==> src/rtl/pc_fetch_sequencer.sv <==
// ---------------------------------------------------------------------------
// pc_fetch_sequencer
//
// Purpose:
//   Owns the program counter of the pipelined MIPS core and runs the
//   request/acknowledge handshake with instruction memory. The next PC comes
//   from one of four sources: sequential (pc+4), branch, jump or the
//   exception vector. PC is held while the hazard unit stalls. Redirects
//   that arrive while a fetch is outstanding are remembered and applied when
//   that fetch completes; the word returned by that fetch is then dropped.
//   A fetch that is never acknowledged is abandoned after MAX_WAIT cycles,
//   and fetching restarts at the exception vector.
//
// Parameters:
//   RESET_VECTOR  PC loaded on reset
//   EXC_VECTOR    PC loaded on exception or fetch timeout
//   MAX_WAIT      cycles of unacknowledged request before timeout (>= 2)
//
// Ports:
//   i_clk            clock, rising edge
//   i_rst_n          asynchronous active-low reset
//   i_stall          hazard unit: hold PC, issue no new fetch
//   i_branch_taken   1-cycle pulse: redirect to i_branch_target
//   i_branch_target  branch target address
//   i_jump           1-cycle pulse: redirect to i_jump_target
//   i_jump_target    jump target address
//   i_exception      1-cycle pulse: redirect to EXC_VECTOR
//   o_pc             current fetch address (registered), drives imem address
//   o_fetch_req      fetch request to imem (registered)
//   i_fetch_ack      imem: instruction for o_pc is valid this cycle
//   o_fetch_valid    1-cycle pulse: fetched word is kept in IF/ID
//   o_inst_pc        PC of the word flagged by o_fetch_valid
//   o_timeout_err    1-cycle pulse when a fetch times out
// ---------------------------------------------------------------------------
module pc_fetch_sequencer #(
  parameter logic [31:0] RESET_VECTOR = 32'h0000_0000,
  parameter logic [31:0] EXC_VECTOR   = 32'h8000_0180,
  parameter int          MAX_WAIT     = 8
) (
  input  logic        i_clk,
  input  logic        i_rst_n,
  input  logic        i_stall,
  input  logic        i_branch_taken,
  input  logic [31:0] i_branch_target,
  input  logic        i_jump,
  input  logic [31:0] i_jump_target,
  input  logic        i_exception,
  output logic [31:0] o_pc,
  output logic        o_fetch_req,
  input  logic        i_fetch_ack,
  output logic        o_fetch_valid,
  output logic [31:0] o_inst_pc,
  output logic        o_timeout_err
);

  localparam int             CW        = $clog2(MAX_WAIT);
  localparam logic [CW-1:0]  WAIT_LAST = CW'(MAX_WAIT - 1);
  localparam logic [31:0]    ALIGN     = 32'hFFFF_FFFC;

  // Redirect priority encoding; a larger value wins.
  localparam logic [1:0] PRIO_NONE   = 2'd0;
  localparam logic [1:0] PRIO_BRANCH = 2'd1;
  localparam logic [1:0] PRIO_JUMP   = 2'd2;
  localparam logic [1:0] PRIO_EXC    = 2'd3;

  typedef enum logic [1:0] {
    S_BOOT,
    S_FETCH,
    S_STALL,
    S_RECOVER
  } state_t;

  state_t        r_state;
  logic [31:0]   r_pc;
  logic          r_fetch_req;
  logic          r_fetch_valid;
  logic [31:0]   r_inst_pc;
  logic          r_timeout_err;
  logic [1:0]    r_pend_prio;
  logic [31:0]   r_pend_target;
  logic [CW-1:0] r_wait_cnt;

  logic [1:0]    w_new_prio;
  logic [31:0]   w_new_target;
  logic          w_take_new;
  logic          w_redir_valid;
  logic [1:0]    w_redir_prio;
  logic [31:0]   w_redir_target;

  // Highest-priority redirect requested this cycle. Targets are word
  // aligned by clearing the two low address bits.
  always_comb begin
    w_new_prio   = PRIO_NONE;
    w_new_target = 32'h0;
    if (i_exception) begin
      w_new_prio   = PRIO_EXC;
      w_new_target = EXC_VECTOR & ALIGN;
    end else if (i_jump) begin
      w_new_prio   = PRIO_JUMP;
      w_new_target = i_jump_target & ALIGN;
    end else if (i_branch_taken) begin
      w_new_prio   = PRIO_BRANCH;
      w_new_target = i_branch_target & ALIGN;
    end
  end

  // Merge this cycle's redirect with the pending one: a new redirect of
  // equal or higher priority replaces the pending one, a lower one is lost.
  assign w_take_new     = (w_new_prio != PRIO_NONE) && (w_new_prio >= r_pend_prio);
  assign w_redir_valid  = w_take_new || (r_pend_prio != PRIO_NONE);
  assign w_redir_prio   = w_take_new ? w_new_prio   : r_pend_prio;
  assign w_redir_target = w_take_new ? w_new_target : r_pend_target;

  // Sequencer FSM. Every output is a register updated here so imem sees a
  // glitch-free address and request.
  always_ff @(posedge i_clk or negedge i_rst_n) begin
    if (!i_rst_n) begin
      r_state       <= S_BOOT;
      r_pc          <= RESET_VECTOR;
      r_fetch_req   <= 1'b0;
      r_fetch_valid <= 1'b0;
      r_inst_pc     <= 32'h0;
      r_timeout_err <= 1'b0;
      r_pend_prio   <= PRIO_NONE;
      r_pend_target <= 32'h0;
      r_wait_cnt    <= '0;
    end else begin
      r_fetch_valid <= 1'b0;
      r_timeout_err <= 1'b0;

      case (r_state)
        // Single settling cycle after reset; redirects and acks ignored.
        S_BOOT: begin
          r_state     <= S_FETCH;
          r_fetch_req <= 1'b1;
          r_wait_cnt  <= '0;
        end

        // Request is outstanding; o_pc must not move until it is answered.
        S_FETCH: begin
          if (i_fetch_ack) begin
            r_wait_cnt    <= '0;
            r_pend_prio   <= PRIO_NONE;
            r_pend_target <= 32'h0;
            if (w_redir_valid) begin
              r_pc <= w_redir_target;
            end else begin
              r_pc          <= r_pc + 32'd4;
              r_inst_pc     <= r_pc;
              r_fetch_valid <= 1'b1;
            end
            if (i_stall) begin
              r_state     <= S_STALL;
              r_fetch_req <= 1'b0;
            end else begin
              r_state     <= S_FETCH;
              r_fetch_req <= 1'b1;
            end
          end else if (r_wait_cnt == WAIT_LAST) begin
            // Memory never answered: abandon the fetch, drop any pending
            // redirect and restart at the exception vector.
            r_timeout_err <= 1'b1;
            r_pc          <= EXC_VECTOR & ALIGN;
            r_fetch_req   <= 1'b0;
            r_pend_prio   <= PRIO_NONE;
            r_pend_target <= 32'h0;
            r_wait_cnt    <= '0;
            r_state       <= S_RECOVER;
          end else begin
            r_wait_cnt    <= r_wait_cnt + CW'(1);
            r_pend_prio   <= w_redir_prio;
            r_pend_target <= w_redir_target;
          end
        end

        // No request outstanding, so a redirect can load o_pc at once. An
        // exception forces fetching to resume even if the stall is held.
        // RECOVER lasts one cycle and then behaves like a stall release.
        S_STALL, S_RECOVER: begin
          r_wait_cnt <= '0;
          if (w_new_prio != PRIO_NONE) begin
            r_pc <= w_new_target;
          end
          if (i_exception || !i_stall) begin
            r_state     <= S_FETCH;
            r_fetch_req <= 1'b1;
          end else begin
            r_state     <= S_STALL;
            r_fetch_req <= 1'b0;
          end
        end

        default: begin
          r_state     <= S_BOOT;
          r_fetch_req <= 1'b0;
          r_wait_cnt  <= '0;
        end
      endcase
    end
  end

  assign o_pc          = r_pc;
  assign o_fetch_req   = r_fetch_req;
  assign o_fetch_valid = r_fetch_valid;
  assign o_inst_pc     = r_inst_pc;
  assign o_timeout_err = r_timeout_err;

endmodule

==> config.mk <==
export PLATFORM = sky130hd
export DESIGN_NAME = pc_fetch_sequencer
export DESIGN_NICKNAME = d
export VERILOG_FILES = /design/src/rtl/pc_fetch_sequencer.sv
export SDC_FILE = /design/constraint.sdc
export NUM_CORES = 1
export LEC_CHECK = 0
export CORE_UTILIZATION = 56
export CTS_BUF_LIST = sky130_fd_sc_hd__clkbuf_4
export DETAILED_ROUTE_END_ITERATION = 8
export HOLD_SLACK_MARGIN = 0.03
export PLACE_DENSITY = 0.95
export SLEW_MARGIN = 10
export SYNTH_ARGS = -nofsm -noshare
export SYNTH_HDL_FRONTEND = slang
export SYNTH_SLANG_ARGS = --single-unit
export TNS_END_PERCENT = 1
==> constraint.sdc <==
create_clock -name i_clk -period 5.5 [get_ports i_clk]
set_input_delay 1.1 -clock i_clk [delete_from_list [all_inputs] [get_ports i_clk]]
set_output_delay 1.1 -clock i_clk [all_outputs]
set_load 0.01 [all_outputs]
# == Word-level counts from Yosys, hierarchy flattened ==
# Index checks and enable logic that the tools add are counted.
# word_totals
in_bits,71
wordCells,69
register_bits,106
# op_classes
addsub,2
bitwise_logic,1
n_mux,36
n_eq_ne,6
reduce_logical,14
n_lt_le_gt_ge,1
# op_table
cell,count
2-to-1 mux 32 bit,10
one-hot mux 32 bit (2 select lines),1
"adder 32 x 3 -> 32 bit, second input constant",1
2-to-1 mux 2 bit,9
2-to-1 mux 1 bit,11
2-to-1 mux 3 bit,2
one-hot mux 2 bit (3 select lines),1
one-hot mux 3 bit (2 select lines),1
AND reduction 3 bit,2
nonzero test 2 bit,3
"equality test 2 bit, second input constant",2
"adder 3 x 1 -> 3 bit, second input constant",1
"equality test 3 bit, second input constant",1
"!= test 3 bit, second input constant",1
one-hot mux 1 bit (3 select lines),1
nonzero test 3 bit,1
OR reduction 3 bit,1
"equality test 2 x 1 -> 1 bit, second input constant",1
greater-or-equal comparator 2 bit,1
logical NOT 2 bit,1
logical OR 1 bit,2
"!= test 2 bit, second input constant",1
AND reduction 2 bit,1
OR reduction 2 bit,1
3 further kinds,3

# == Longest topological paths before layout ==
# logic_depth
ltp_word,9
mapped_depth,13
depth_no_buf,9

# == Worst setup path before layout ==
# No wires, ideal clock.
# synth_timing
path_type,input-to-reg
from,input i_jump
to,"register r_pc[17], in the netlist o_pc[17]"
setup_slack_ns,2.117
arrival_time_ns,3.262
stages,13
required_time_ns,5.379
path_cell_list,buf_6 nor2b_1 buf_2 buf_2 nor2_1 ha_1 nand2b_1 a21oi_1 buf_2 o21ai_1 nor2_1 a22o_1 o22a_1
# synth_between
elab_chain_len,8
word_cells_on_any_way,15
cone_classes,order compare: 1; eq/ne: 1; mux: 9; reduce/logical: 4
# synth_lines
element,line,source
start: declaration,45,"input logic i_jump,"
2-to-1 mux 2 bit,98,end else if (i_jump) begin
2-to-1 mux 2 bit,95,if (i_exception) begin
greater-or-equal comparator 2 bit or nonzero test 2 bit (tied branches),"109, 181",
logical AND 1 bit,109,assign w_take_new = (w_new_prio != PRIO_NONE) && (w_new_prio >= r_pend_prio);
2-to-1 mux 32 bit or logical OR 1 bit (tied branches),"112, 110",
2-to-1 mux 32 bit,145,if (w_redir_valid) begin
2-to-1 mux 32 bit,141,if (i_fetch_ack) begin
one-hot mux 32 bit (2 select lines),131,case (r_state)
end signal: assignment,146,r_pc <= w_redir_target;
end signal: assignment,148,r_pc <= r_pc + 32'd4;
end signal: assignment,163,r_pc <= EXC_VECTOR & ALIGN;
end: declaration,74,logic [31:0] r_pc;
# Parallel ways exist; a longest one is shown, timed or not. The select of a mux whose other input is x is not followed.
# A chain may end at the register's enable or synchronous reset.

# == Worst setup path after layout ==
# layout_timing
from,input i_branch_taken
to,"register r_pc[30], in the netlist o_pc[30]"
# layout_between
elab_chain_len,9
word_cells_on_any_way,17
cone_classes,order compare: 1; eq/ne: 1; mux: 11; reduce/logical: 4
# layout_lines
element,line,source
start: declaration,43,"input logic i_branch_taken,"
2-to-1 mux 1 bit,101,end else if (i_branch_taken) begin
2-to-1 mux 2 bit,98,
2-to-1 mux 2 bit,95,
greater-or-equal comparator 2 bit or nonzero test 2 bit (tied branches),"109, 181",
logical AND 1 bit,109,
2-to-1 mux 32 bit or logical OR 1 bit (tied branches),"112, 110",
2-to-1 mux 32 bit,145,
2-to-1 mux 32 bit,141,
one-hot mux 32 bit (2 select lines),131,
# Parallel ways exist; a longest one is shown, timed or not. The select of a mux whose other input is x is not followed.

==> results.py <==
metrics = {
    "synth": {
        "synth_cells": 612,
        "seq_area_frac_synth": 0.442,
        "synth_top_cell_by_area": "dfrtp_1",
        "async_flop_share": 1.00,
        "synth-edff-count": 0,
        "ys_types": 66,
        "synth_nets": 688,
        "syn-cell-area_um2": 6000,
        "synth_top_area_frac": 0.442,
        "synth-seq-cells": 106,
        "avgSynthCellArea_um2": 9.81,
        "synth.area.top_cells": "dfrtp_1, mux2_4, a22o_1, nand2_1, o21ai_0",
        "yosys_warnings": 0,
        "synth_ff_type": "dfrtp_1",
    },
    "route": {
        "drc": 0,
        "via_per_inst": 6.77,
        "detail-route-antenna-nets": 0,
        "avgRoutedWirePerCell_um": 21.5,
        "drt_wl_total_um": 18700,
        "first_iter_violations": 726,
        "num_vias": 5887,
        "drtPass1Iterations": 6,
    },
    "grt": {
        "grt_pass1_vias": 5792,
        "antenna_found_initial": 0,
        "grt_overflow_total": 0,
        "grt_max_degree": 75,
        "grt_usage": 0.351,
        "grt_pass1_wl_um": 30300,
    },
    "floorplan": {
        "die_x_um": 106,
        "coreArea_um2": 10400,
        "die_area_um2": 11100,
        "initial_core_util": 0.579,
        "placementRows": 37,
        "dieHeight_um": 106,
        "pin_count": 138,
    },
    "worst_setup_path": {
        "reg2reg_depth": 8,
        "crit_chain": "clkdlybuf4s50_1 -> nor2b_1 -> nor2_1 -> ha_1 -> nand2b_1 -> a21oi_1 -> nor2_1 -> buf_4 -> o311ai_0 -> a31o_2 -> a31oi_1",
        "cp_slowest_cell": "clkdlybuf4s50_1",
        "required_ns": 5.83,
        "path_max_fanout": 10,
        "cp_common_cell": "nor2_1",
        "slowest_delay_ns": 0.67,
        "path_delay_family": "compound AO/OA/AOI/OAI gates",
        "arrival_ns": 4.39,
        "worstSetupPathType": "input port to register",
        "start_kind": "input port",
        "crit_path_end_kind": "register",
        "cp_num_buf_inv": 2,
        "cp.depth": 11,
    },
    "sta": {
        "fin_crit_sh": 0.739,
        "finalMaxSlewViolations": 0,
        "relSlewSlack": 0.375,
        "rsz0062_at_grt": "false",
        "tightest_slew_ns": 0.937,
        "setup_tns_ns": 0,
        "finalHoldViolCount": 0,
        "finalSetupViolCount": 0,
        "fin_crit_ns": 4.06,
        "finClkSkew_ns": 0.0187,
        "fmax_mhz": 246,
    },
    "cts": {
        "clk_pin_slew_ns": 0.15,
        "root_buffer": "clkbuf_4",
        "cts-resized-gates": 0,
        "htree_levels": 3,
        "cts_setup_buffers": 0,
        "numCtsBuffers": 9,
        "cts_tree": "done",
        "clkLatencyLatePin_ns": 0.49,
        "cts_hold_buf": 0,
        "clk_path_buf_depth": 2,
        "cts_sinks": 106,
    },
    "final_layout": {
        "area_growth_pct": 25.4,
        "final_area_um2": 7530,
        "nets": 804,
        "nFillCells": 779,
        "diodes": 0,
        "drive_gt1_frac": 0.105,
        "stdcell_count": 869,
        "fin_util": 0.726,
    },
    "pwr": {
        "power_density_nw_per_um2": 369,
        "p_int_uw": 1720,
        "ir_drop_mv": 0.190,
        "comb_power_share": 0.436,
        "seqPwrFrac": 0.437,
        "p_total_uw": 2780,
        "power_switching_uw": 1060,
        "pwr-share-clk": 0.127,
        "p_leak_uw": 0.00317,
        "p_sw_frac": 0.381,
    },
    "place": {
        "port_buffers": 133,
        "placed_cell_area_um2": 7410,
        "place_inst": 853,
        "gp_congestion": 0.975,
        "dp_hpwl_um": 13400,
    },
    "min_path": {
        "min_path_cells": 1,
        "min_path_type": "register to register",
    },
    "run": {
        "drv_cap": 0,
    },
    "run_status": {
        "status": "finished, final reports clean",
    },
}
-- power groups by stage --
stage | Clock, uW | Sequential, uW | Combinational (uW)
after floorplan | 0 | 1230 | 563
after global placement | 0 | 1200 | 1160
after detailed placement | 0 | 1220 | 1190
after CTS | 357 | 1200 | 1200
after global routing | 384 | 1240 | 1290
final | 353 | 1210 | 1210
-- layout make-up --
type / instances / area, um^2 / area share
Multi-Input combinational cell: 454 / 3110 / 0.413
Sequential cell: 106 / 2650 / 0.352
Timing Repair Buffer: 150 / 1460 / 0.193
Tap cell: 136 / 170 / 0.0226
Clock buffer: 9 / 67.6 / 0.00898
Clock inverter: 7 / 46.3 / 0.00615
Inverter: 7 / 26.3 / 0.00349
-- layer usage --
metal  global-route usage  part of all wire
met5                    0                 0
met4                0.128             0.023
met3               0.0792              0.12
met2                0.548              0.46
met1                0.481              0.40
-- cell families (layout without fill, tap and decap cells) --
kind of cell             Yosys count  count (layout)  share of synthesized area
AO/OA/AOI/OAI                    216             216                      0.259
XOR/XNOR                           3               3                    0.00438
AND/OR/NAND/NOR                  200             200                      0.171
adder cells (fa/ha/maj)            5               5                     0.0104
flip-flops                       106             106                      0.442
multiplexers                      30              30                     0.0719
buffers and inverters             52             173                     0.0409
-- layout by cell type (no fill, tap or decap), types with 4 or more instances in the layout --
cell type	instances
a21oi_1	31
a221oi_1	5
a22o_1	30
a22oi_1	21
a31oi_1	17
a32o_1	13
and2_1	5
and3_1	9
and4_1	6
buf_4	18
clkbuf_4	9
clkdlybuf4s50_1	132
clkinvlp_4	4
dfrtp_1	106
ha_1	5
inv_1	7
mux2_2	5
mux2_4	25
nand2_1	64
nand2b_1	6
nand3_1	23
nand4_1	12
nor2_1	36
nor2b_1	5
nor3_1	7
nor3b_1	4
o211a_1	5
o211ai_1	8
o21ai_0	37
o22a_1	6
o22ai_1	6
o311ai_0	5
or3_1	7
-- worst paths after layout --
path | from | to | slack (ns)
min in group asynchronous | i_rst_n | o_pc[29] | 0.73
setup / recovery | i_branch_taken | o_pc[30] | 1.44
setup reg to reg | r_pend_prio[0] | o_pc[30] | 2.56
hold reg to reg | r_wait_cnt[0] | r_wait_cnt[0] | 0.45
max in group asynchronous | i_rst_n | o_pc[0] | 3.75
hold / removal | r_wait_cnt[0] | r_wait_cnt[0] | 0.45
-- stage by stage --
| step | hold WS (ns) | setup slack, ns |
|---|---|---|
| 5_1_grt | 0.454 | 1.36 |
| 4_1_cts | 0.453 | 1.58 |
| 6_report | 0.447 | 1.44 |
| 3_5_place_dp | 0.432 | 1.06 |
| 3_3_place_gp | 0.424 | 1.09 |
| 2_1_floorplan | 0.410 | 2.12 |
-- state kept, by name, indices dropped and copies added, names as in the netlist --
signal	flops
r_wait_cnt	3
o_timeout_err	1
o_pc	32
o_fetch_valid	1
r_pend_target	32
o_fetch_req	1
o_inst_pc	32
r_state	2
r_pend_prio	2
-- Yosys cell counts, types with 13 or more instances --
master,number
clkbuf_1,22
a22oi_1,21
a22o_1,30
nor2_1,36
mux2_4,25
a31oi_1,17
buf_2,16
nand2_1,64
dfrtp_1,106
nand3_1,23
a32o_1,13
o21ai_0,37
a21oi_1,31
-- worst register-to-register path, delay by kind of cell, from the launching register on --
family | cells | cell delay [ns]
adders and majority gates | 1 | 0.30
DFF | 1 | 0.44
AOI/OAI and AO/OA | 4 | 1.40
and+or+nand+nor | 2 | 0.43
buffers and inverters | 1 | 0.25
(Power assumes the default switching activity.)
